**config.mk**
```make
export PLATFORM = sky130hd
export DESIGN_NAME = matrix_loader
export DESIGN_NICKNAME = d
export VERILOG_FILES = /design/src/rtl/matrix_loader.sv
export SDC_FILE = /design/constraint.sdc
export NUM_CORES = 1
export LEC_CHECK = 0
export ABC_CLOCK_PERIOD_IN_PS = 2300
export BUFFER_PORTS_ARGS = -buffer_cell sky130_fd_sc_hd__buf_2
export CORE_ASPECT_RATIO = 1.2
export CORE_UTILIZATION = 35
export DETAILED_ROUTE_END_ITERATION = 12
export PLACE_DENSITY = 0.66
export REMOVE_ABC_BUFFERS = 1
export SKIP_CTS_REPAIR_TIMING = 1
export SYNTH_ARGS = -nofsm -noshare
export SYNTH_HDL_FRONTEND = slang
export SYNTH_SLANG_ARGS = --single-unit
```
**constraint.sdc**
```tcl
create_clock -name clk -period 2.3 [get_ports clk]
set_clock_uncertainty 0.2 [all_clocks]
set_input_delay 0.115 -clock clk [delete_from_list [all_inputs] [get_ports clk]]
set_output_delay 0.115 -clock clk [all_outputs]
set_load 0.005 [all_outputs]
```
**src/rtl/matrix_loader.sv**
```systemverilog
`default_nettype none
// ============================================================================
// matrix_loader : byte-serial row-major loader producing the packed 4x4
//                 matrix word (2x2/3x3 embedded top-left, identity-padded)
// Revision 1.0
// ============================================================================
module matrix_loader #(
   parameter int ELEM_W  = 8,
   parameter int MAX_DIM = 4
) (
   input  logic                                clk,
   input  logic                                rst_n,
   input  logic                                start,
   input  logic [1:0]                          size,
   input  logic                                in_valid,
   input  logic [ELEM_W-1:0]                   in_data,
   output logic                                in_ready,
   output logic [MAX_DIM*MAX_DIM*ELEM_W-1:0]   mat_out,
   output logic                                mat_valid,
   input  logic                                mat_ready,
   output logic                                busy,
   output logic                                start_err
);

   localparam int MAT_W = MAX_DIM * MAX_DIM * ELEM_W;

   localparam logic [1:0] S_IDLE = 2'd0;
   localparam logic [1:0] S_LOAD = 2'd1;
   localparam logic [1:0] S_HOLD = 2'd2;

   logic [1:0]       state_q, state_d;
   logic [MAT_W-1:0] mat_q, mat_d;
   logic [1:0]       row_q, row_d;
   logic [1:0]       col_q, col_d;
   logic [2:0]       n_q, n_d;
   logic             busy_q, busy_d;
   logic             start_err_q, start_err_d;

   logic             last_col;
   logic             last_row;
   logic [3:0]       elem_idx;

   assign last_col = ({1'b0, col_q} == (n_q - 3'd1));
   assign last_row = ({1'b0, row_q} == (n_q - 3'd1));
   // Linear element index 4*row+col; the packing geometry is fixed at 4x4.
   assign elem_idx = {row_q, col_q};

   always_comb begin
      state_d     = state_q;
      mat_d       = mat_q;
      row_d       = row_q;
      col_d       = col_q;
      n_d         = n_q;
      start_err_d = start && (state_q != S_IDLE);

      case (state_q)
         S_IDLE: begin
            if (start) begin
               case (size)
                  2'd2:    n_d = 3'd2;
                  2'd3:    n_d = 3'd3;
                  default: n_d = 3'd4;
               endcase
               // Identity on the padded diagonal keeps det(4x4) == det(NxN).
               mat_d = '0;
               for (int k = 0; k < MAX_DIM; k++) begin
                  if (k >= int'(n_d)) begin
                     mat_d[MAT_W-1-ELEM_W*(MAX_DIM*k+k) -: ELEM_W] = ELEM_W'(1);
                  end
               end
               row_d   = 2'd0;
               col_d   = 2'd0;
               state_d = S_LOAD;
            end
         end
         S_LOAD: begin
            if (in_valid) begin
               mat_d[MAT_W-1-ELEM_W*int'(elem_idx) -: ELEM_W] = in_data;
               if (last_col) begin
                  col_d = 2'd0;
                  row_d = row_q + 2'd1;
                  if (last_row) begin
                     state_d = S_HOLD;
                  end
               end else begin
                  col_d = col_q + 2'd1;
               end
            end
         end
         S_HOLD: begin
            if (mat_ready) begin
               state_d = S_IDLE;
            end
         end
         default: state_d = S_IDLE;
      endcase

      busy_d = (state_d != S_IDLE);
   end

   always_ff @(posedge clk or negedge rst_n) begin
      if (!rst_n) begin
         state_q     <= S_IDLE;
         mat_q       <= '0;
         row_q       <= 2'd0;
         col_q       <= 2'd0;
         n_q         <= 3'd4;
         busy_q      <= 1'b0;
         start_err_q <= 1'b0;
      end else begin
         state_q     <= state_d;
         mat_q       <= mat_d;
         row_q       <= row_d;
         col_q       <= col_d;
         n_q         <= n_d;
         busy_q      <= busy_d;
         start_err_q <= start_err_d;
      end
   end

   assign in_ready  = (state_q == S_LOAD);
   assign mat_valid = (state_q == S_HOLD);
   assign mat_out   = mat_q;
   assign busy      = busy_q;
   assign start_err = start_err_q;

endmodule
`default_nettype wire

```
==> results of run 1 <==
-- power by group through the flow --
stage	sequential, W	clock, W	combinational (W)
global placement	0.00331	0	0.00211
floorplan	0.00332	0	0.00111
detailed placement	0.00331	0	0.00214
CTS	0.00327	0.00281	0.00215
finish	0.00327	0.00273	0.00213
global route	0.00333	0.00292	0.00241
-- area by class of cell --
class	instances	share of cell area, %
inverter	6	0.292
sequential	139	45.1
clock inverter	10	1.49
tap	216	3.50
clock buffer	22	6.27
timing repair buffer	178	13.4
multi-input combinational	367	29.9
-- kinds of logic (layout without fill, tap and decap cells) --
group                    count (synthesis)  in the layout  synth area share, %
AND/OR/NAND/NOR                        213            213                 16.8
flip-flops                             139            139                 57.4
multiplexers                            82             82                 13.8
AO/OA/AOI/OAI                           62             62                 5.59
buffers and inverters                   45            216                 4.64
adder cells (fa/ha/maj)                  5              5                 1.03
XOR/XNOR                                 5              5                0.722
-- sequential cells by signal, indices dropped and copies added (netlist names) --
register,count
col_q,2
row_q,2
busy,1
state_q,2
n_q,3
start_err,1
mat_out,128
-- how the worst max path moves through the flow --
stage	from	end	slack [ns]
final	state_q[0]	mat_out[49]	0.35
after detailed placement	state_q[0]	mat_out[48]	0.34
after global routing	state_q[0]	mat_out[9]	0.22
after CTS	state_q[0]	mat_out[55]	0.34
after global placement	state_q[0]	mat_out[10]	0.39
after floorplan	state_q[0]	n_q[2]	-1.04
-- stage by stage --
step	std cells	hold WS, ns	total power (W)	utilization (%)
2_1_floorplan	512	-0.381	0.00442	-
3_3_place_gp	892	-0.113	0.00541	41.3
3_5_place_dp	892	-0.107	0.00546	41.3
4_1_cts	924	-0.556	0.00823	44.8
5_1_grt	938	0.0510	0.00866	45.6
6_report	938	0.0154	0.00813	45.6
-- worst max-delay path, stage by stage, from the launching register on --
cell and delay [ns]:
dfrtp_1 0.52, mux2i_4 0.28, nor2_4 0.26, and3_1 0.21, buf_4 0.20, mux2i_1 0.20
-- cell usage in the layout (no fill, tap or decap), types with 3 or more instances in the layout --
cell type / Yosys / routed
dfrtp_1: 138 / 138
clkbuf_8: 0 / 4
buf_4: 5 / 16
mux2i_1: 80 / 80
dlygate4sd3_1: 0 / 14
clkbuf_16: 0 / 17
nand3_1: 48 / 48
and3_1: 7 / 7
ha_1: 5 / 5
a21o_1: 3 / 3
nor2b_1: 3 / 3
inv_1: 5 / 5
o21ai_0: 46 / 46
nor2_1: 6 / 6
nand2_1: 124 / 123
clkinvlp_4: 0 / 3
clkinv_2: 0 / 3
xor2_1: 4 / 4
buf_2: 9 / 145
and3_4: 5 / 5
o21ai_1: 7 / 7
nand4_1: 7 / 7
-- per-layer routing --
layer	up-vias	track usage, %	wire length (um)
li1	2215	-	-
met3	4	5.63	900
met1	2213	25.3	7310
met4	0	4.45	55
met5	-	0	0
met2	113	30.3	7840
==> flow_summary.ini, run 1 <==
[timing]
fmax_mhz = 512
rsz0062_at_grt = false
slew_viol_final = 0
worst_slack_ns = 0.348
setup_viol = 0
final_hold_viol_count = 0
worst_slew_pin_slew_ns = 0.506
post-route-period-util_pct = 84.9
slew_headroom_pct = 66.2
period_needed_ns = 1.95
setup_tns_ns = 0

[global_route]
overflow = 0
groute.usage.overall_pct = 19.0
grt_pass1_wl_mm = 25.4
antenna_found_initial = 0
grt_max_degree = 92
grt_pass1_vias = 4540

[floorplanning]
dieArea_sq_um = 17900
dieWidth_um = 122
die_h_um = 146
ios = 147
coreArea_sq_um = 16900
row_count = 52
initial_utilization_pct = 35.9

[synth]
synthMostInstantiatedCell = dfrtp_1
synth_top_area_share_pct = 56.9
syn_area_sq_um = 6060
ys.flop_type = dfrtp_1
ys_top_cells_by_count = dfrtp_1 (138), nand2_1 (124), mux2i_1 (80), nand3_1 (48), o21ai_0 (46)
async_flop_share_pct = 100
synth_cell_types = 43
synth-edff-count = 0
synth-warning-count = 0
ys_seq_area_share_pct = 57.4
yosys.area.top_type = dfrtp_1
syn_inst = 551
syn_area_per_cell_sq_um = 11.0
synth_area_leaders = dfrtp_1 (57%), mux2i_1 (13%), nand2_1 (7.7%)
ys_ff_latch = 139

[layout]
diodes = 0
n_fill_cell = 1626
final_cell_area_sq_um = 7720
drive_above_1_share_pct = 29.5
multi_input_area_sq_um = 2310
fin_nets = 729
syn_to_final_growth_pct = 27.3
seq_area_sq_um = 3480

[critical_path]
path_max_fanout = 14
worstReg2RegStart = state_q[0]
required_ns = 2.43
end_kind = flop
crit_arrival_ns = 2.08
reg2reg_to = mat_out[49]
r2r_slack_ns = 0.35
crit_type = reg -> reg
crit_path_start_kind = flop
reg2reg_depth = 5

[clock_tree]
insertion_delay_ns = 0.41
cts.reportedPaths.clkPinSlew_ns = 0.06
clkSinkCount = 139
cts_tree = done
root_buffer = clkbuf_16
cts_buffers = 17
clockBufferDepth = 2
h-tree-depth = 4

[placement]
placed_cell_area_sq_um = 6980
port_buffers = 146
place.gp.congestion = 0.799
place_ws_ns = 0.339
place_hpwl_mm = 10.9

[routing]
drc = 0
first_pass_iters = 4
ant_nets = 0
routed_wl_mm = 16.1
first_iter_violations = 236
wl_per_cell_um = 17.2
vias_per_cell = 4.85
vias = 4545

[power_and_ir_drop]
netSwitchingPower_w = 0.00259
combPwrFrac_pct = 26.2
swShare_pct = 31.9
p_int_w = 0.00553
p_per_area_nw_per_um2 = 1050
power.leakage_nw = 3.78
clockPowerShare_pct = 33.6
ir_worst_vdd_v = 0.000485
p_seq_share_pct = 40.2

[run_status]
outcome = finished, final reports clean

[flow_run]
max_cap_viol_count = 0

[min_path]
min_path_type = in -> async
Note: power is estimated with default switching activity, not from simulation.
==> run 2, diff against run 1 <==
Settings changed: ABC_AREA from default to 1, ABC_CLOCK_PERIOD_IN_PS 2300 to 1580, PLACE_DENSITY 0.66 to 0.68.
Clock period 2.3 ns to 1.58 ns, I/O delays scaled along.
==> flow_summary.ini, run 2 <==
[synth]
syn_area_per_cell_sq_um = 9.38
synth-warning-count = 0
synth_cell_types = 32
syn_area_sq_um = 5960
async_flop_share_pct = 100
synthMostInstantiatedCell = nand2_1
syn_inst = 636
ys.flop_type = dfrtp_1
yosys.area.top_type = dfrtp_1
synth-edff-count = 0
synth_area_leaders = dfrtp_1 (58%), nand2_1 (14%), o21ai_1 (7.3%)
ys_seq_area_share_pct = 58.4
ys_ff_latch = 139
ys_top_cells_by_count = nand2_1 (220), dfrtp_1 (138), o21ai_1 (87), inv_1 (40), o21ai_0 (37)
synth_top_area_share_pct = 57.9

[routing]
first_iter_violations = 283
routed_wl_mm = 17.9
vias = 5259
first_pass_iters = 4
wl_per_cell_um = 16.3
vias_per_cell = 4.80
ant_nets = 0
drc = 0

[timing]
worst_slew_pin_slew_ns = 0.631
period_needed_ns = 1.73
fmax_mhz = 578
setup_viol = 135
rsz0062_at_grt = true
post-route-period-util_pct = 109
slew_viol_final = 0
final_hold_viol_count = 0
worst_slack_ns = -0.149
slew_headroom_pct = 57.8

[clock_tree]
root_buffer = clkbuf_16
cts_tree = done
insertion_delay_ns = 0.42
cts_buffers = 17
clockBufferDepth = 2
cts.reportedPaths.clkPinSlew_ns = 0.06
h-tree-depth = 4
clkSinkCount = 139

[layout]
fin_cells = 1096
final_common_cell = nand2_1
syn_to_final_growth_pct = 45.8
fin_nets = 891
layout_common_cells = nand2_1 (193), buf_2 (144), dfrtp_1 (138)
diodes = 0
drive_above_1_share_pct = 44.1
largest_register_ffs = 128

[floorplanning]
dieWidth_um = 121
coreArea_sq_um = 16500
ios = 147
row_count = 51
dieArea_sq_um = 17600
die_h_um = 145
initial_utilization_pct = 36.2

[min_path]
whs_path_depth = 5
min_path_type = in -> reg

[flow_run]
max_cap_viol_count = 0

[critical_path]
crit_family = flip-flops
crit_chain = inv_2 -> ha_4 -> inv_2 -> nand2_2 -> nand2_2 -> nand2_2 -> o21ai_2 -> buf_6 -> nand2_4 -> nand2_2 -> nand2_1
crit_type = reg -> reg
required_ns = 1.70
path_max_fanout = 5
crit_path_start_kind = flop
worst-path-buf-inv = 3
critical_path.max_stage_delay_ns = 0.42
reg2reg_depth = 11
crit_path_top_delay_cell = dfrtp_1
cp.depth = 11
end_kind = flop
cpMostUsedCell = nand2_2
crit_arrival_ns = 1.84

[run_status]
violations = setup timing
outcome = complete, but fails checks

[placement]
port_buffers = 146
place.gp.congestion = 0.912
place_hpwl_mm = 12.8
dpl.cell_count = 1042

[power_and_ir_drop]
p_per_area_nw_per_um2 = 1770
ir_worst_vdd_v = 0.000975
power.leakage_nw = 4.49
power.total_w = 0.0154

[global_route]
groute.usage.overall_pct = 20.2
grt_pass1_wl_mm = 27.0
grt_max_degree = 60
antenna_found_initial = 0
overflow = 0
grt_pass1_vias = 5015
## run 2: final cells by class
type	count	area, sq um
multi-input cells	435	2540
fillers	1488	7770
repair buffers	230	1590
flip-flops and latches	139	3480
well taps	212	265
inverters	48	193
clock inverters	14	185
clock buffers	18	439
## run 2: worst reg2reg max path: cells and delay by family, from the launching register on
family | cells | cell delay (ns)
adders and majority gates | 1 | 0.21
and+or+nand+nor | 6 | 0.34
buffers and inverters | 3 | 0.30
DFF | 1 | 0.42
AOI/OAI and AO/OA | 1 | 0.16
## run 2: cell families after synthesis
family                     synth area share (%)
AOI/OAI and AO/OA                          11.9
buffers and inverters                      5.25
adders and majority gates                  1.05
DFF                                        58.4
and+or+nand+nor                            23.5
## run 2: power breakdown
part | switching [W] | internal [W] | total [W]
registers | 0.000478 | 0.00427 | 0.00474
clock network | 0.00162 | 0.00256 | 0.00418
logic | 0.00374 | 0.00271 | 0.00644
## run 2: layer usage
metal	vias up	track usage (%)	share of wire [%]
met5	-	0	0
met4	0	7.96	2.4
met3	27	4.13	4.0
met2	124	33.5	52
met1	2550	25.5	42
li1	2558	-	-
## run 2: path summary, 6_finish.rpt
check / to / slack [ns] / start
setup / recovery: row_q[0] / -0.15 / n_q[0]
hold / removal: mat_out[113] / 0.002 / in_data[1]
setup reg to reg: row_q[0] / -0.15 / n_q[0]
hold reg to reg: mat_out[33] / 0.27 / mat_out[33]
max in group asynchronous: col_q[1] / 0.13 / rst_n
min in group asynchronous: mat_out[105] / 0.01 / rst_n
## run 2: stage by stage
stage / setup WS, ns / instance area, sq um / util [%] / hold WS [ns] / TNS, ns
floorplan: -0.512 / 5830 / - / -0.417 / -52.12
global placement: -0.160 / 7370 / 44.8 / -0.233 / -7.60
detailed placement: -0.256 / 7370 / 44.8 / -0.234 / -11.37
CTS: -0.277 / 8000 / 48.6 / -0.684 / -13.81
global route: -0.230 / 8700 / 52.8 / 0.00819 / -19.65
finish: -0.149 / 8700 / 52.8 / 0.00211 / -9.97
